### src/rtl/alu_share_ctrl.sv
// rtl/alu_share_ctrl.sv - round-robin sharing of one ALU between two requesters
// Launches one operation at a time, waits ALU_LAT cycles, returns a tagged one-cycle response.
module alu_share_ctrl #(
  parameter int WIDTH   = 32,
  parameter int ALU_LAT = 1
) (
  input  logic             clk,
  input  logic             rst_n,
  input  logic             req0_valid,
  output logic             req0_ready,
  input  logic [2:0]       req0_opcode,
  input  logic [WIDTH-1:0] req0_a,
  input  logic [WIDTH-1:0] req0_b,
  input  logic             req1_valid,
  output logic             req1_ready,
  input  logic [2:0]       req1_opcode,
  input  logic [WIDTH-1:0] req1_a,
  input  logic [WIDTH-1:0] req1_b,
  output logic [2:0]       alu_opcode,
  output logic [WIDTH-1:0] alu_operand1,
  output logic [WIDTH-1:0] alu_operand2,
  input  logic [WIDTH-1:0] alu_result,
  input  logic             alu_flagc,
  input  logic             alu_flagz,
  input  logic             alu_overflow,
  input  logic             alu_zero,
  output logic             rsp_valid,
  output logic             rsp_id,
  output logic [WIDTH-1:0] rsp_result,
  output logic [3:0]       rsp_flags,
  output logic             busy
);

  typedef enum logic {IDLE = 1'b0, WAIT = 1'b1} state_t;

  state_t           state_q, state_d;
  logic             last_q, last_d;
  logic             id_q, id_d;
  logic [2:0]       cnt_q, cnt_d;
  logic [2:0]       alu_opcode_q, alu_opcode_d;
  logic [WIDTH-1:0] alu_operand1_q, alu_operand1_d;
  logic [WIDTH-1:0] alu_operand2_q, alu_operand2_d;
  logic             rsp_valid_q, rsp_valid_d;
  logic             rsp_id_q, rsp_id_d;
  logic [WIDTH-1:0] rsp_result_q, rsp_result_d;
  logic [3:0]       rsp_flags_q, rsp_flags_d;
  logic             busy_q, busy_d;

  logic grant0, grant1, accept;

  // On a tie the requester that did not win last time gets the ALU.
  assign grant0 = req0_valid & (~req1_valid | last_q);
  assign grant1 = req1_valid & (~req0_valid | ~last_q);

  // Readies are forced low while reset is held so nothing handshakes during reset.
  assign req0_ready = rst_n & (state_q == IDLE) & grant0;
  assign req1_ready = rst_n & (state_q == IDLE) & grant1;
  assign accept     = req0_ready | req1_ready;

  always_comb begin
    state_d        = state_q;
    last_d         = last_q;
    id_d           = id_q;
    cnt_d          = cnt_q;
    alu_opcode_d   = alu_opcode_q;
    alu_operand1_d = alu_operand1_q;
    alu_operand2_d = alu_operand2_q;
    rsp_valid_d    = 1'b0;
    rsp_id_d       = rsp_id_q;
    rsp_result_d   = rsp_result_q;
    rsp_flags_d    = rsp_flags_q;
    busy_d         = busy_q;
    case (state_q)
      IDLE: begin
        if (accept) begin
          alu_opcode_d   = grant1 ? req1_opcode : req0_opcode;
          alu_operand1_d = grant1 ? req1_a : req0_a;
          alu_operand2_d = grant1 ? req1_b : req0_b;
          id_d           = grant1;
          last_d         = grant1;
          cnt_d          = 3'(ALU_LAT);
          busy_d         = 1'b1;
          state_d        = WAIT;
        end
      end
      WAIT: begin
        cnt_d = cnt_q - 3'd1;
        if (cnt_q == 3'd1) begin
          rsp_valid_d  = 1'b1;
          rsp_id_d     = id_q;
          rsp_result_d = alu_result;
          rsp_flags_d  = {alu_overflow, alu_zero, alu_flagc, alu_flagz};
          busy_d       = 1'b0;
          state_d      = IDLE;
        end
      end
      default: state_d = IDLE;
    endcase
  end

  always_ff @(posedge clk or negedge rst_n) begin
    if (!rst_n) begin
      state_q        <= IDLE;
      last_q         <= 1'b1;
      id_q           <= 1'b0;
      cnt_q          <= 3'd0;
      alu_opcode_q   <= 3'd0;
      alu_operand1_q <= '0;
      alu_operand2_q <= '0;
      rsp_valid_q    <= 1'b0;
      rsp_id_q       <= 1'b0;
      rsp_result_q   <= '0;
      rsp_flags_q    <= 4'd0;
      busy_q         <= 1'b0;
    end else begin
      state_q        <= state_d;
      last_q         <= last_d;
      id_q           <= id_d;
      cnt_q          <= cnt_d;
      alu_opcode_q   <= alu_opcode_d;
      alu_operand1_q <= alu_operand1_d;
      alu_operand2_q <= alu_operand2_d;
      rsp_valid_q    <= rsp_valid_d;
      rsp_id_q       <= rsp_id_d;
      rsp_result_q   <= rsp_result_d;
      rsp_flags_q    <= rsp_flags_d;
      busy_q         <= busy_d;
    end
  end

  assign alu_opcode   = alu_opcode_q;
  assign alu_operand1 = alu_operand1_q;
  assign alu_operand2 = alu_operand2_q;
  assign rsp_valid    = rsp_valid_q;
  assign rsp_id       = rsp_id_q;
  assign rsp_result   = rsp_result_q;
  assign rsp_flags    = rsp_flags_q;
  assign busy         = busy_q;

endmodule
### config.mk
export PLATFORM = sky130hd
export DESIGN_NAME = alu_share_ctrl
export DESIGN_NICKNAME = d
export VERILOG_FILES = /design/src/rtl/alu_share_ctrl.sv
export SDC_FILE = /design/constraint.sdc
export NUM_CORES = 1
export LEC_CHECK = 0
export ABC_AREA = 1
export BUFFER_PORTS_ARGS = -buffer_cell sky130_fd_sc_hd__buf_2
export CAP_MARGIN = 10
export CORE_AREA = 2 2 136 138
export CTS_BUF_LIST = sky130_fd_sc_hd__clkbuf_8
export DETAILED_ROUTE_END_ITERATION = 12
export DIE_AREA = 0 0 138 140
export HOLD_SLACK_MARGIN = 0.15
export PLACE_DENSITY = 0.53
export SYNTH_ARGS = -nofsm -noshare
export SYNTH_HDL_FRONTEND = slang
export SYNTH_SLANG_ARGS = --single-unit
### constraint.sdc
create_clock -name clk -period 2.1 [get_ports clk]
set_clock_uncertainty 0.1 [all_clocks]
set_input_delay 0.21 -clock clk [delete_from_list [all_inputs] [get_ports clk]]
set_output_delay 0.21 -clock clk [all_outputs]
set_load 0.02 [all_outputs]
==> Word-level counts from Yosys, hierarchy flattened <==
Index checks and enable logic that the tools add are counted.
{ "word_totals": {"ff_bits": 112, "latchBits": 0, "mem_bits_rw": 0, "mem_bits_ro": 0, "wordCells": 44, "mem_count": 0} }
{ "op_classes": {"addsub": 1, "multipliers": 0, "div": 0, "magnitude_cmp": 0, "eq_ne": 3, "shifts": 0, "mux": 13, "n_bitwise": 12, "reduce_logical": 3} }
{ "ops": {"columns": ["cell", "count"], "rows": [
  ["$mux W32", 2],
  ["$mux W1", 6],
  ["$mux W3", 2],
  ["$pmux W3 S2", 1],
  ["$reduce_and A2 Y1", 3],
  ["$and A1 B1 Y1", 5],
  ["$not A1 Y1", 4],
  ["$pmux W1 S2", 2],
  ["$eq A3 B1 Y1 const B", 1],
  ["$or A1 B1 Y1", 3],
  ["$sub A3 B1 Y3 const B", 1],
  ["$ne A2 B1 Y1 const B", 1],
  ["$ne A2 B2 Y1 const B", 1]
]} }

==> Longest topological paths before layout <==
{ "logic_depth": {"word_depth": 7, "ltp_mapped": 9, "mapped_depth_nobuf": 7} }

==> Worst setup path before layout <==
No wires, ideal clock.
{ "synth_timing": {"path_type": "flip-flop to flip-flop", "startpoint": "register last_q", "endpoint": "register alu_operand2_q[21] (netlist: alu_operand2[21])", "setup_time_ps": 117, "t_arrival_ps": 1247, "setup_slack_ps": 636, "path_stages_with_launch": 10, "path_buffers": 2, "period_less_slack_ps": 1464, "cell_sequence": "dfstp_2 -> inv_1 -> nand2_1 -> nand3_1 -> nand2_2 -> inv_2 -> buf_6 -> buf_6 -> nand2_1 -> nand2_1"} }
{ "synth_between": {"elab_chain_len": 6, "word_cells_on_any_way": 10, "classes_between": "1 x mux; 8 x bitwise; 1 x reduce/logical"} }
{ "synth_rtl": {"columns": ["element", "line", "text"], "rows": [
  ["start, declared", "37", "logic last_q, last_d;"],
  ["start signal, assigned", "117", "last_q <= last_d;"],
  ["$not A1 Y1", "53", "assign grant1 = req1_valid & (~req0_valid | ~last_q);"],
  ["$or A1 B1 Y1", "53", null],
  ["$and A1 B1 Y1", "53", null],
  ["$and A1 B1 Y1", "57", "assign req1_ready = rst_n & (state_q == IDLE) & grant1;"],
  ["$or A1 B1 Y1", "58", "assign accept = req0_ready | req1_ready;"],
  ["$reduce_and A2 Y1 (no line)", null, null],
  ["end signal, assigned", "122", "alu_operand2_q <= alu_operand2_d;"],
  ["end, declared", "42", "logic [WIDTH-1:0] alu_operand2_q, alu_operand2_d;"]
]} }
Several ways; a longest one is shown, not always the timed one.
A chain may end at the register's enable or synchronous reset.

==> Worst setup path after layout <==
{ "layout_timing": {"startpoint": "register last_q", "endpoint": "register alu_operand1_q[15] (netlist: alu_operand1[15])"} }
{ "layout_between": {"elab_chain_len": 6, "word_cells_on_any_way": 10, "classes_between": "1 x mux; 8 x bitwise; 1 x reduce/logical"} }
{ "layout_rtl": {"columns": ["element", "line", "text"], "rows": [
  ["$not A1 Y1", "53", null],
  ["$or A1 B1 Y1", "53", null],
  ["$and A1 B1 Y1", "53", null],
  ["$and A1 B1 Y1", "57", null],
  ["$or A1 B1 Y1", "58", null],
  ["$reduce_and A2 Y1 (no line)", null, null],
  ["end signal, assigned", "121", "alu_operand1_q <= alu_operand1_d;"],
  ["end, declared", "41", "logic [WIDTH-1:0] alu_operand1_q, alu_operand1_d;"]
]} }
Several ways; a longest one is shown, not always the timed one.

==> results_dict.tcl <==
set metrics [dict create \
    reg2reg_from "last_q$_DFFE_PN1P_" \
    row_count 49 \
    path_class "reg -> reg" \
    cts_buffers 9 \
    place.gp.congestion 0.764 \
    finalSetupViolCount 0 \
    gr-usage-met1_pct 23.1 \
    slew-limit-headroom_pct 35.1 \
    h-tree-depth 3 \
    drtAntennaViolNets 0 \
    hold_path_class "in -> reg" \
    overflow 0 \
    reg2reg_depth 8 \
    status "finished clean" \
    p_clk_share_pct 12.9 \
    power.density_nw_per_um2 1160 \
    rsz0062_at_grt "no" \
    grt-busiest-layer "met2" \
    grt_use_met3_pct 3.45 \
    synth.distinct_cells 19 \
    cp_cell_sequence "nand2_4 > nand2_4 > buf_6 > nand2_1 > nand2_1 > dlygate4sd3_1 > nand2_1 > nand2_1" \
    drtIter0Drc 335 \
    layout_min_cycle_time_ps 1990 \
    synth_compound_area_share_pct 0.287 \
    drive_above_1_share_pct 28.0 \
    die_w_um 138 \
    chipHeight_um 140 \
    dp_hpwl_um 11700 \
    synth_area_um2 5230 \
    period_share_pct 94.7 \
    synth_mux_area_share_pct 0 \
    fp.coreArea_um2 17800 \
    pre_cts_slack_ps 425 \
    viasPerCell 4.41 \
    dr.pass1.iters 4 \
    synth_seq_cells 112 \
    fmax_mhz 503 \
    p_sw_share_pct 44.4 \
    report.power.total_w 0.0103 \
    maxCapViolations 0 \
    io_pins 282 \
    placedCellCount 1187 \
    yosys.area_share.simple_pct 40.4 \
    power_frac_seq_pct 35.8 \
    rrSetupSlack_ps 110 \
    cp-endpoint "alu_operand1[15]$_DFFE_PN0P_" \
    fin_util_pct 49.8 \
    r2r-end "alu_operand1[15]$_DFFE_PN0P_" \
    cp-end-kind "flop" \
    startpoint "last_q$_DFFE_PN1P_" \
    clk_pin_slew_ps 100 \
    io_buffers 281 \
    synthCells 705 \
    yosysSeqAreaShare_pct 53.6 \
    synth_xor_area_share_pct 0.167 \
    drc 0 \
    slew_violations 0 \
    yosysWarnings 0 \
    antennaDiodeCount 0 \
    synth_top_family_by_area "simple AND/OR/NAND/NOR gates" \
    p_comb_share_pct 51.3 \
    cts_tree "yes" \
    required_ps 2320 \
    cts-root-buf "clkbuf_8" \
    slowest_stage "dfstp_2" \
    fin_nets 1320 \
    tightest_slew_ps 973 \
    clockBufferDepth 2 \
    path_max_fanout 16 \
    routedWlPerCell_um 13.7 \
    p_switching_w 0.00457 \
    hold_viol_final 0 \
    initial_utilization_pct 29.4 \
    dieArea_um2 19300 \
    cp.arrival_ps 2210 \
    avgSynthCellArea_um2 7.42 \
    finalWorstSetupSlack_ps 111 \
    grt_use_total_pct 18.6 \
    worst_setup_path_start_kind "flop" \
    area_growth_pct 69.2 \
    wirelength_um 18800 \
    leakage_nw 5.13 \
    clkSinkCount 112 \
    first_global_vias 5962 \
    p_int_w 0.00571 \
    synthesis.nets 881 \
    clk_latency_ps 370 \
    setup-tns-final_ps 0 \
    instances_no_fill 1378 \
    grt_use_met2_pct 32.6 \
    crit_path_max_incr_delay_ps 560 \
    cp_common_cell "nand2_1" \
    grt_max_degree 78 \
    synth_fa_ha_area_share_pct 0.478 \
    grt_pass1_wl_um 29400 \
    antenna_found_initial 0 \
    ir_drop_v 0.000618 \
    vias 6078 \
]
flip-flops by register name, indices dropped and copies added, names as in the netlist:
| register | cells |
|---|---|
| rsp_id | 1 |
| cnt_q | 3 |
| rsp_valid | 1 |
| alu_operand2 | 32 |
| rsp_flags | 4 |
| id_q | 1 |
| busy | 1 |
| last_q | 1 |
| alu_operand1 | 32 |
| alu_opcode | 3 |
| rsp_result | 32 |
| state_q | 1 |
through the flow:
step                hold WS (ps)  instance area (um2)
floorplan                   -186                 5230
global placement             250                 6860
detailed placement           251                 6860
CTS                          159                 8780
global route                 187                 8850
finish                       167                 8850
what timing repair did:
action | 4_1_cts | 5_1_grt
endpoints found under the hold margin | 216 | 0
hold buffers | 172 | 0
setup buffers | 0 | 0
setup endpoints to repair | 0 | 63
gates resized for setup | 0 | 3
kinds of logic (layout without fill, tap and decap cells):
group | Yosys count | in the layout
AND/OR/NAND/NOR | 533 | 533
flip-flops | 112 | 112
buffers and inverters | 54 | 498
AO/OA/AOI/OAI | 3 | 3
adder cells (fa/ha/maj) | 2 | 2
XOR/XNOR | 1 | 1
layout by cell type, fill, tap and decap left out, types with 2 or more instances in the layout:
master	count
buf_12	3
nand2_4	2
nand2_1	455
dlygate4sd3_1	172
dfrtp_1	111
o21ai_0	3
clkbuf_16	2
buf_6	2
nor2_1	2
buf_2	280
inv_1	10
clkinv_2	2
inv_2	2
buf_4	12
clkbuf_8	10
nand3_1	70
ha_1	2
worst min path at each step:
stage                           from                         to  cells after the start
after floorplan                rst_n  alu_opcode[0]$_DFFE_PN0P_                      0
after global placement         rst_n       cnt_q[0]$_DFFE_PN0P_                      2
after detailed placement       rst_n       cnt_q[1]$_DFFE_PN0P_                      2
after CTS                 req0_valid       cnt_q[1]$_DFFE_PN0P_                      4
after global routing      req0_valid         last_q$_DFFE_PN1P_                      4
final                     req0_valid         last_q$_DFFE_PN1P_                      4
power groups by stage:
stage | logic [W] | registers [W] | clock network (W)
2_1_floorplan | 0.00181 | 0.00487 | 0
3_3_place_gp | 0.00475 | 0.00370 | 0
3_5_place_dp | 0.00479 | 0.00371 | 0
4_1_cts | 0.00523 | 0.00368 | 0.00138
5_1_grt | 0.00584 | 0.00382 | 0.00148
6_report | 0.00527 | 0.00368 | 0.00133
synth_stat cells:
master / number / area (um2)
ha_1: 2 / 25.0
buf_6: 2 / 22.5
nor2_1: 2 / 7.51
inv_1: 9 / 33.8
buf_2: 19 / 95.1
nand3_1: 70 / 350
dfrtp_1: 111 / 2780
buf_1: 4 / 15.0
nand4_1: 1 / 6.26
buf_4: 6 / 45.0
inv_2: 2 / 7.51
clkbuf_1: 12 / 45.0
dfstp_2: 1 / 26.3
nand2_1: 456 / 1710
nand2_2: 2 / 12.5
xor2_1: 1 / 8.76
nand4_4: 1 / 21.3
o21ai_0: 3 / 15.0
or2_2: 1 / 6.26
worst max-delay path, delay by kind of cell (launching register included):
| family | cells | cell delay (ps) |
|---|---|---|
| flops | 1 | 560 |
| buf+inv | 2 | 770 |
| simple gates | 6 | 490 |
layer usage:
layer	up-vias	share of wire [%]
met2	229	50
met3	26	6.0
met5	-	0
met1	2787	42
met4	0	2.1
li1	3036	-
area by class of cell:
| cell class | count | area [um2] |
|---|---|---|
| clock inverters | 6 | 60.1 |
| clock buffers | 10 | 138 |
| well taps | 229 | 287 |
| flip-flops and latches | 112 | 2800 |
| repair buffers | 471 | 3350 |
| fillers | 1721 | 8930 |
| inverters | 11 | 41.3 |
| multi-input cells | 539 | 2180 |
(Power assumes the default switching activity.)
